$ cat src/rtl/display_pkg.sv
// Shared definitions for the display adaptor's ping-pong frame buffer.
package display_pkg;

    // Writer state: waiting for an empty buffer, or filling one.
    typedef enum logic {
        IDLE = 1'b0,
        FILL = 1'b1
    } wr_state_e;

    // Default pixel byte width and bytes per buffer fill.
    localparam int DEFAULT_DATA_W      = 8;
    localparam int DEFAULT_FRAME_BYTES = 180;

    // Buffer-select encoding, shared with the display reader.
    localparam logic BUF0 = 1'b0;
    localparam logic BUF1 = 1'b1;

endpackage : display_pkg

$ cat src/rtl/frame_addr_counter.sv
// Byte address counter for one buffer fill: counts 0..FRAME_BYTES-1,
// wraps to 0 after the terminal count, and can be cleared on an abort.
module frame_addr_counter #(
    parameter int FRAME_BYTES = 180,
    parameter int ADDR_W      = 8
) (
    input  logic              clk,
    input  logic              reset,
    input  logic              clear,
    input  logic              inc,
    output logic [ADDR_W-1:0] cnt,
    output logic              last
);

    localparam logic [ADDR_W-1:0] LAST_ADDR = ADDR_W'(FRAME_BYTES - 1);

    logic [ADDR_W-1:0] cnt_q;
    logic [ADDR_W-1:0] cnt_d;

    // Next count: clear wins, otherwise advance and wrap on the final byte.
    always_comb begin
        cnt_d = cnt_q;
        if (clear) begin
            cnt_d = '0;
        end else if (inc) begin
            cnt_d = (cnt_q == LAST_ADDR) ? '0 : cnt_q + 1'b1;
        end
    end

    // Count register.
    always_ff @(posedge clk or posedge reset) begin
        // NOTE: non-blocking assignments in clocked blocks so every flop samples pre-edge values.
        if (reset) begin
            cnt_q <= '0;
        end else begin
            cnt_q <= cnt_d;
        end
    end

    assign cnt  = cnt_q;
    assign last = (cnt_q == LAST_ADDR);

endmodule : frame_addr_counter

$ cat src/rtl/display_frame_writer.sv
// Producer side of the ping-pong frame buffer: accepts pixel bytes over
// valid/ready and writes them into whichever buffer is next in strict
// alternation, once the reader has reported that buffer empty.
module display_frame_writer
    import display_pkg::*;
#(
    parameter int DATA_W      = DEFAULT_DATA_W,
    parameter int FRAME_BYTES = DEFAULT_FRAME_BYTES,
    parameter int ADDR_W      = 8
) (
    input  logic              clk,
    input  logic              reset,
    input  logic              CSDisplay,
    input  logic              Buf0Empty,
    input  logic              Buf1Empty,
    input  logic              pix_valid,
    input  logic [DATA_W-1:0] pix_data,
    output logic              pix_ready,
    output logic              wr_en,
    output logic              wr_sel,
    output logic [ADDR_W-1:0] wr_addr,
    output logic [DATA_W-1:0] wr_data,
    output logic              Buf0Full,
    output logic              Buf1Full
);

    wr_state_e         state_q,     state_d;
    logic              next_buf_q,  next_buf_d;
    logic              wr_en_q,     wr_en_d;
    logic              wr_sel_q,    wr_sel_d;
    logic [ADDR_W-1:0] wr_addr_q,   wr_addr_d;
    logic [DATA_W-1:0] wr_data_q,   wr_data_d;
    logic              buf0_full_q, buf0_full_d;
    logic              buf1_full_q, buf1_full_d;

    logic              cnt_clear;
    logic              cnt_inc;
    logic [ADDR_W-1:0] cnt;
    logic              cnt_last;
    logic              next_empty;

    frame_addr_counter #(
        .FRAME_BYTES (FRAME_BYTES),
        .ADDR_W      (ADDR_W)
    ) u_addr_counter (
        .clk   (clk),
        .reset (reset),
        .clear (cnt_clear),
        .inc   (cnt_inc),
        .cnt   (cnt),
        .last  (cnt_last)
    );

    // Only the flag of the buffer due next matters; this enforces alternation.
    assign next_empty = (next_buf_q == BUF0) ? Buf0Empty : Buf1Empty;

    // Next-state and registered-output logic for the fill FSM.
    always_comb begin
        // NOTE: every signal gets a default first so no path infers a latch.
        state_d     = state_q;
        next_buf_d  = next_buf_q;
        wr_en_d     = 1'b0;
        wr_sel_d    = wr_sel_q;
        wr_addr_d   = wr_addr_q;
        wr_data_d   = wr_data_q;
        buf0_full_d = 1'b0;
        buf1_full_d = 1'b0;
        cnt_clear   = 1'b0;
        cnt_inc     = 1'b0;

        unique case (state_q)
            IDLE: begin
                if (CSDisplay && next_empty) begin
                    state_d = FILL;
                end
            end
            FILL: begin
                if (!CSDisplay) begin
                    // Abort: same buffer restarts from address 0 on the next fill.
                    state_d   = IDLE;
                    cnt_clear = 1'b1;
                end else if (pix_valid) begin
                    cnt_inc   = 1'b1;
                    wr_en_d   = 1'b1;
                    wr_sel_d  = next_buf_q;
                    wr_addr_d = cnt;
                    wr_data_d = pix_data;
                    if (cnt_last) begin
                        state_d     = IDLE;
                        next_buf_d  = ~next_buf_q;
                        buf0_full_d = (next_buf_q == BUF0);
                        buf1_full_d = (next_buf_q == BUF1);
                    end
                end
            end
            default: begin
                state_d = IDLE;
            end
        endcase
    end

    // FSM state register.
    always_ff @(posedge clk or posedge reset) begin
        if (reset) begin
            state_q <= IDLE;
        end else begin
            state_q <= state_d;
        end
    end

    // Buffer pointer and RAM-side output registers.
    always_ff @(posedge clk or posedge reset) begin
        if (reset) begin
            next_buf_q  <= BUF0;
            wr_en_q     <= 1'b0;
            wr_sel_q    <= BUF0;
            wr_addr_q   <= '0;
            wr_data_q   <= '0;
            buf0_full_q <= 1'b0;
            buf1_full_q <= 1'b0;
        end else begin
            next_buf_q  <= next_buf_d;
            wr_en_q     <= wr_en_d;
            wr_sel_q    <= wr_sel_d;
            wr_addr_q   <= wr_addr_d;
            wr_data_q   <= wr_data_d;
            buf0_full_q <= buf0_full_d;
            buf1_full_q <= buf1_full_d;
        end
    end

    assign pix_ready = (state_q == FILL);
    assign wr_en     = wr_en_q;
    assign wr_sel    = wr_sel_q;
    assign wr_addr   = wr_addr_q;
    assign wr_data   = wr_data_q;
    assign Buf0Full  = buf0_full_q;
    assign Buf1Full  = buf1_full_q;

endmodule : display_frame_writer

$ cat config.mk
export PLATFORM = sky130hd
export DESIGN_NAME = display_frame_writer
export DESIGN_NICKNAME = d
export VERILOG_FILES = /design/src/rtl/display_pkg.sv /design/src/rtl/frame_addr_counter.sv /design/src/rtl/display_frame_writer.sv
export SDC_FILE = /design/constraint.sdc
export NUM_CORES = 1
export LEC_CHECK = 0
export CAP_MARGIN = 10
export CORE_MARGIN = 3
export CORE_UTILIZATION = 46
export CTS_BUF_LIST = sky130_fd_sc_hd__clkbuf_4 sky130_fd_sc_hd__clkbuf_8 sky130_fd_sc_hd__clkbuf_16
export CTS_CLUSTER_DIAMETER = 50
export CTS_CLUSTER_SIZE = 28
export DETAILED_ROUTE_END_ITERATION = 12
export PLACE_DENSITY = 0.8
export SETUP_SLACK_MARGIN = 0.15
export SLEW_MARGIN = 10
export SYNTH_ARGS = -nofsm -noshare
export SYNTH_HDL_FRONTEND = slang
export SYNTH_SLANG_ARGS = --single-unit
export TNS_END_PERCENT = 5
$ cat constraint.sdc
create_clock -name clk -period 2.4 [get_ports clk]
set_input_delay 0.72 -clock clk [delete_from_list [all_inputs] [get_ports clk]]
set_output_delay 0.72 -clock clk [all_outputs]
set_load 0.05 [all_outputs]
Word-level counts from Yosys, hierarchy flattened --
Index checks and enable logic that the tools add are counted.
Storage, ports and cells: bits in registers 30, bits in latches 0, RAM bits 0, ROM bits 0, word-level logic and storage cells 39, memories 0
Operators by class: add/subtract/negate cells 1, $mul 0, div/mod/pow operators 0, $lt $le $gt $ge 0, eq/ne operators 1, shifts and indexed selects 0, mux-type cells 22, bitwise gates (word level) 2, reductions and logical operators 4
Operator list (count):
- $mux 8 | 3
- $mux 1 | 18
- $add 8x1->8 const B | 1
- $eq 8x8->1 const B | 1
- $reduce_and 4->1 | 1
- $reduce_and 3->1 | 1
- $not 1->1 | 2
- $pmux 1 s2 | 1
- $reduce_bool 2->1 | 1
- $logic_and 1x1->1 | 1

Logic depth before layout (Yosys ltp) --
word-level depth 5, mapped depth 5, mapped depth without buffers 5

Cells and area by module --
From an unflattened synthesis, not the netlist that was laid out.
Unflattened totals: cell total of the unflattened synthesis 94, area total of the unflattened synthesis 1356.3 um^2
By module, submodules not included:
- display_frame_writer | instances 1, cells an instance 51, area an instance 870.8 um^2
- frame_addr_counter | instances 1, cells an instance 43, area an instance 485.5 um^2

Worst setup path before layout --
No wires, ideal clock.
path kind register to register, start point reg u_addr_counter.cnt_q[0] (netlist: u_addr_counter.cnt[0]), end point reg u_addr_counter.cnt_q[5] (netlist: u_addr_counter.cnt[5]), data arrival time 1.614 ns, required time 2.282 ns, slack 0.668 ns, stages on the path, launching flop included 6, buffers on the path 0, cell sequence dfrtp_1 ha_1 or4b_4 o21a_4 a21bo_1 a21o_1
On the way: longest elaborated chain between the ends 4
RTL lines:
- start, declared | RTL line frame_addr_counter.sv:17 | logic [ADDR_W-1:0] cnt_q;
- start signal, assigned | RTL line frame_addr_counter.sv:36 | cnt_q <= cnt_d;
- $add 8x1->8 / $eq 8x8->1 (equally long branches) | RTL line frame_addr_counter.sv:26 | cnt_d = (cnt_q == LAST_ADDR) ? '0 : cnt_q + 1'b1;
- $mux 8 * | RTL line frame_addr_counter.sv:26
- $mux 8 * | RTL line frame_addr_counter.sv:25 | end else if (inc) begin
- $mux 8 * | RTL line frame_addr_counter.sv:23 | if (clear) begin
Mark *: on every way between the ends. The rest lies on a longest branch, timed or not. The select of a mux whose other input is x is not followed. A chain may end at the register's enable or synchronous reset.

Worst setup path in the final report --
start point reg wr_addr_q[4] (netlist: wr_addr[4]), end point out wr_addr[4]
RTL lines:
- start, declared | RTL line display_frame_writer.sv:31 | logic [ADDR_W-1:0] wr_addr_q, wr_addr_d;
- start signal, assigned | RTL line display_frame_writer.sv:125 | wr_addr_q <= wr_addr_d;
- end, declared | RTL line display_frame_writer.sv:21 | output logic [ADDR_W-1:0] wr_addr,
No word-level cell between the ends.

==> metrics.csv <==
stage;metric;value;unit
worst_setup_path;R2R setup slack;0.53;ns
clocking;CTS Hold Bufs;0;
timing;actual slew at the worst max-slew pin;0.511;ns
power;Pleak;0.881;nW
drt;WL/cell;12.5;microns
die;total core area;0.00254;sq mm
drt;DR vias/cell;5.08;
hold_path;hold path cells;2;
power;Max IR drop VDD;0.671;mV
global_route;total gr overflow;0;
global_route;initial antenna violation count;0;
clocking;clock sink count;30;
cells_and_area;fillers;210;
worst_setup_path;Crit. End Element;output pin;
timing;crit share post-route;92.3;%
die;row cnt;18;
timing;hold_ws;0.480;ns
worst_setup_path;CP startpoint kind;flop;
worst_setup_path;Reg2Reg Capture Point;u_addr_counter.cnt[5];
worst_setup_path;CP Cell Sequence;clkdlybuf4s50_1;
die;Die Wd;58.6;microns
timing;fin. max-slew vios;0;
power;pwr dens;697;mW/mm^2
clocking;clock tree from TritonCTS;built;
timing;Fmax;452;MHz
global_route;pin count of the biggest net entering global routing;31;
drt;Routed Antenna Nets;0;
clocking;insertion delay to the later sink of the worst-skew pair;0.32;ns
global_route;first-pass GRT wire length;4.39;mm
drt;detailed router's first-iteration violation count;34;
cells_and_area;most common cell after layout, fill and taps aside;nand2_1;
outcome;status;completed;
global_route;met3 global-route usage;5.26;%
clocking;htree depth;2;
synth;number of synthesized register bits;30;
clocking;clock root buffer;clkbuf_4;
timing;TNS Setup;0;ns
timing;Finish-stage setup viols;0;
drt;Pre-Repair DR Iteration Count;4;
placement;I/O Buffers;34;
die;IO Count;35;
job;# Max-Cap Violations;0;
cells_and_area;share of cells above drive strength 1;9.71;%
synth;Avg Cell Area, Syn;9.57;sq um
die;die height;58.6;microns
clocking;Longest Clk Path Bufs;2;
die;Starting Density;50.0;%
timing;clk_skew;0.00307;ns
worst_setup_path;Top delay family on crit path;buffers and inverters;
timing;clock period minus worst slack;2.21;ns
hold_path;WHS Endpoint;wr_data[0];
clocking;CTS clk-pin slew, worst paths;0.09;ns
worst_setup_path;WP buf/inv;1;
clocking;# Post-CTS Setup Buffers;0;
global_route;vias in the first global route;1031;
die;DIE AREA;0.00343;sq mm
placement;HPWL after detailed placement;1.92;mm
global_route;GRT busiest layer;met2;
global_route;total track usage;16.9;%
timing;Hold Violations, Final;0;
synth;Seq/Total Area, Yosys;59.0;%
cells_and_area;antenna cells;0;
hold_path;hold path startpoint;wr_data[0];
cells_and_area;Area growth syn-to-layout;35.7;%
clocking;number of buffers created by CTS;5;
timing;RSZ-0062 raised after global routing;yes;
worst_setup_path;crit path kind;reg -> out;
hold_path;Hold Crit Class;reg -> reg;
worst_setup_path;crit path max fanout;2;
placement;Routability Congestion;0.963;
synth;Post-Syn Nets;148;
worst_setup_path;CP max-delay cell;clkdlybuf4s50_1;
worst_setup_path;CP Data Arrival Time;1.49;ns
drt;Routed Wire Length;2.56;mm
global_route;met2 track demand over resource;27.6;%
cells_and_area;Nets;189;
synth;synth unique cells;30;
worst_setup_path;critical path's largest stage delay;0.81;ns
worst_setup_path;reg2reg path depth;5;
synth;mapped cell area;0.00127;sq mm
drt;drc violations;0;
synth;cells after synthesis;133;
timing;Slew HR;65.8;%
global_route;met1 usage;20.7;%
synth;YS warnings;0;
worst_setup_path;Required @ worst endpoint;1.68;ns
drt;Via Count;1041;
cells_and_area;most frequent cells in the layout;nand2_1 (54), clkdlybuf4s50_1 (32), dfrtp_1 (30);
worst_setup_path;reg2reg start;u_addr_counter.cnt[0];
[registers in the layout, indices dropped and copies added, names as in the netlist]
| name | flops |
|---|---|
| Buf0Full | 1 |
| Buf1Full | 1 |
| next_buf_q | 1 |
| pix_ready | 1 |
| u_addr_counter.cnt | 8 |
| wr_addr | 8 |
| wr_data | 8 |
| wr_en | 1 |
| wr_sel | 1 |
[tightest hold or removal path, cell delays in order, from the launching register on]
cell and delay [ns]:
dfrtp_1 0.35, nand2_1 0.05, nand2_1 0.05
[synth_stat cells]
library cell | n | area, sq um
ha_1 | 1 | 12.5
nand3_1 | 5 | 25.0
buf_6 | 1 | 11.3
inv_1 | 5 | 18.8
clkbuf_1 | 3 | 11.3
a31oi_1 | 3 | 18.8
mux2_2 | 1 | 11.3
nor4_1 | 1 | 6.26
o21ai_2 | 1 | 8.76
nor2_1 | 3 | 11.3
dfrtp_1 | 30 | 751
or4_1 | 1 | 7.51
o21ai_1 | 1 | 5.00
o221ai_1 | 1 | 8.76
a21oi_1 | 1 | 5.00
or4b_4 | 1 | 13.8
or2b_1 | 1 | 7.51
a41oi_1 | 1 | 8.76
nor3b_1 | 1 | 7.51
and3_1 | 2 | 12.5
a21o_1 | 3 | 22.5
o21ai_0 | 5 | 25.0
o21a_4 | 1 | 15.0
buf_1 | 1 | 3.75
nor3_1 | 1 | 5.00
a21boi_1 | 1 | 7.51
a21bo_1 | 1 | 10.0
mux2i_1 | 1 | 10.0
nand2_1 | 54 | 203
xnor2_1 | 1 | 8.76
[repair_timing]
action	in CTS	in global routing
hold endpoints to repair	0	0
resized for setup	1	1
setup endpoints to repair	1	9
gates cloned	0	0
pin swaps	0	0
[per-layer routing]
layer / routed length, microns / up-vias
li1: - / 524
met1: 1100 / 484
met2: 1230 / 30
met3: 196 / 3
met4: 35 / 0
met5: 0 / -
[final cells by class]
class                      instances  area (sq um)  share of cell area [%]
clock buffer                       7          58.8                    3.41
clock inverter                     1          5.00                   0.290
inverter                           5          18.8                    1.09
multi-input combinational         93           477                    27.6
sequential                        30           751                    43.5
tap                               30          37.5                    2.17
timing repair buffer              39           379                    22.0
[stage by stage]
stage	total power, W	worst slack, ns	utilization (%)	cells	instance area [sq um]
6_report	0.00120	0.186	67.8	205	1730
4_1_cts	0.00122	0.155	67.7	205	1720
3_5_place_dp	0.000905	0.182	65.3	197	1660
2_1_floorplan	0.000780	0.668	-	133	1270
3_3_place_gp	0.000898	0.220	65.3	197	1660
5_1_grt	0.00127	0.129	67.8	205	1730
[worst max-delay path by stage]
stage,start,endpoint,slack (ns),depth (start not counted)
3_5_place_dp,pix_valid,u_addr_counter.cnt[3],0.18,6
4_1_cts,wr_addr[4],wr_addr[4],0.15,1
5_1_grt,wr_addr[4],wr_addr[4],0.13,1
3_3_place_gp,pix_valid,u_addr_counter.cnt[7],0.22,5
6_report,wr_addr[4],wr_addr[4],0.19,1
2_1_floorplan,u_addr_counter.cnt[0],u_addr_counter.cnt[5],0.67,5
[cell families after synthesis]
| kind of cell | count (synthesis) | synth area share, % |
|---|---|---|
| adders and majority gates | 1 | 0.983 |
| xor gates and xnor gates | 1 | 0.688 |
| DFF | 30 | 59.0 |
| muxes | 2 | 1.67 |
| AOI/OAI and AO/OA | 19 | 10.6 |
| and+or+nand+nor | 70 | 23.5 |
| buffers and inverters | 10 | 3.54 |
[where the power goes]
part	internal (W)	total, W	switching, W
clock	0.000153	0.000314	0.000161
combinational	0.000111	0.000315	0.000204
sequential	0.000549	0.000574	0.0000250
No activity file was read; power rests on OpenSTA's default activity.
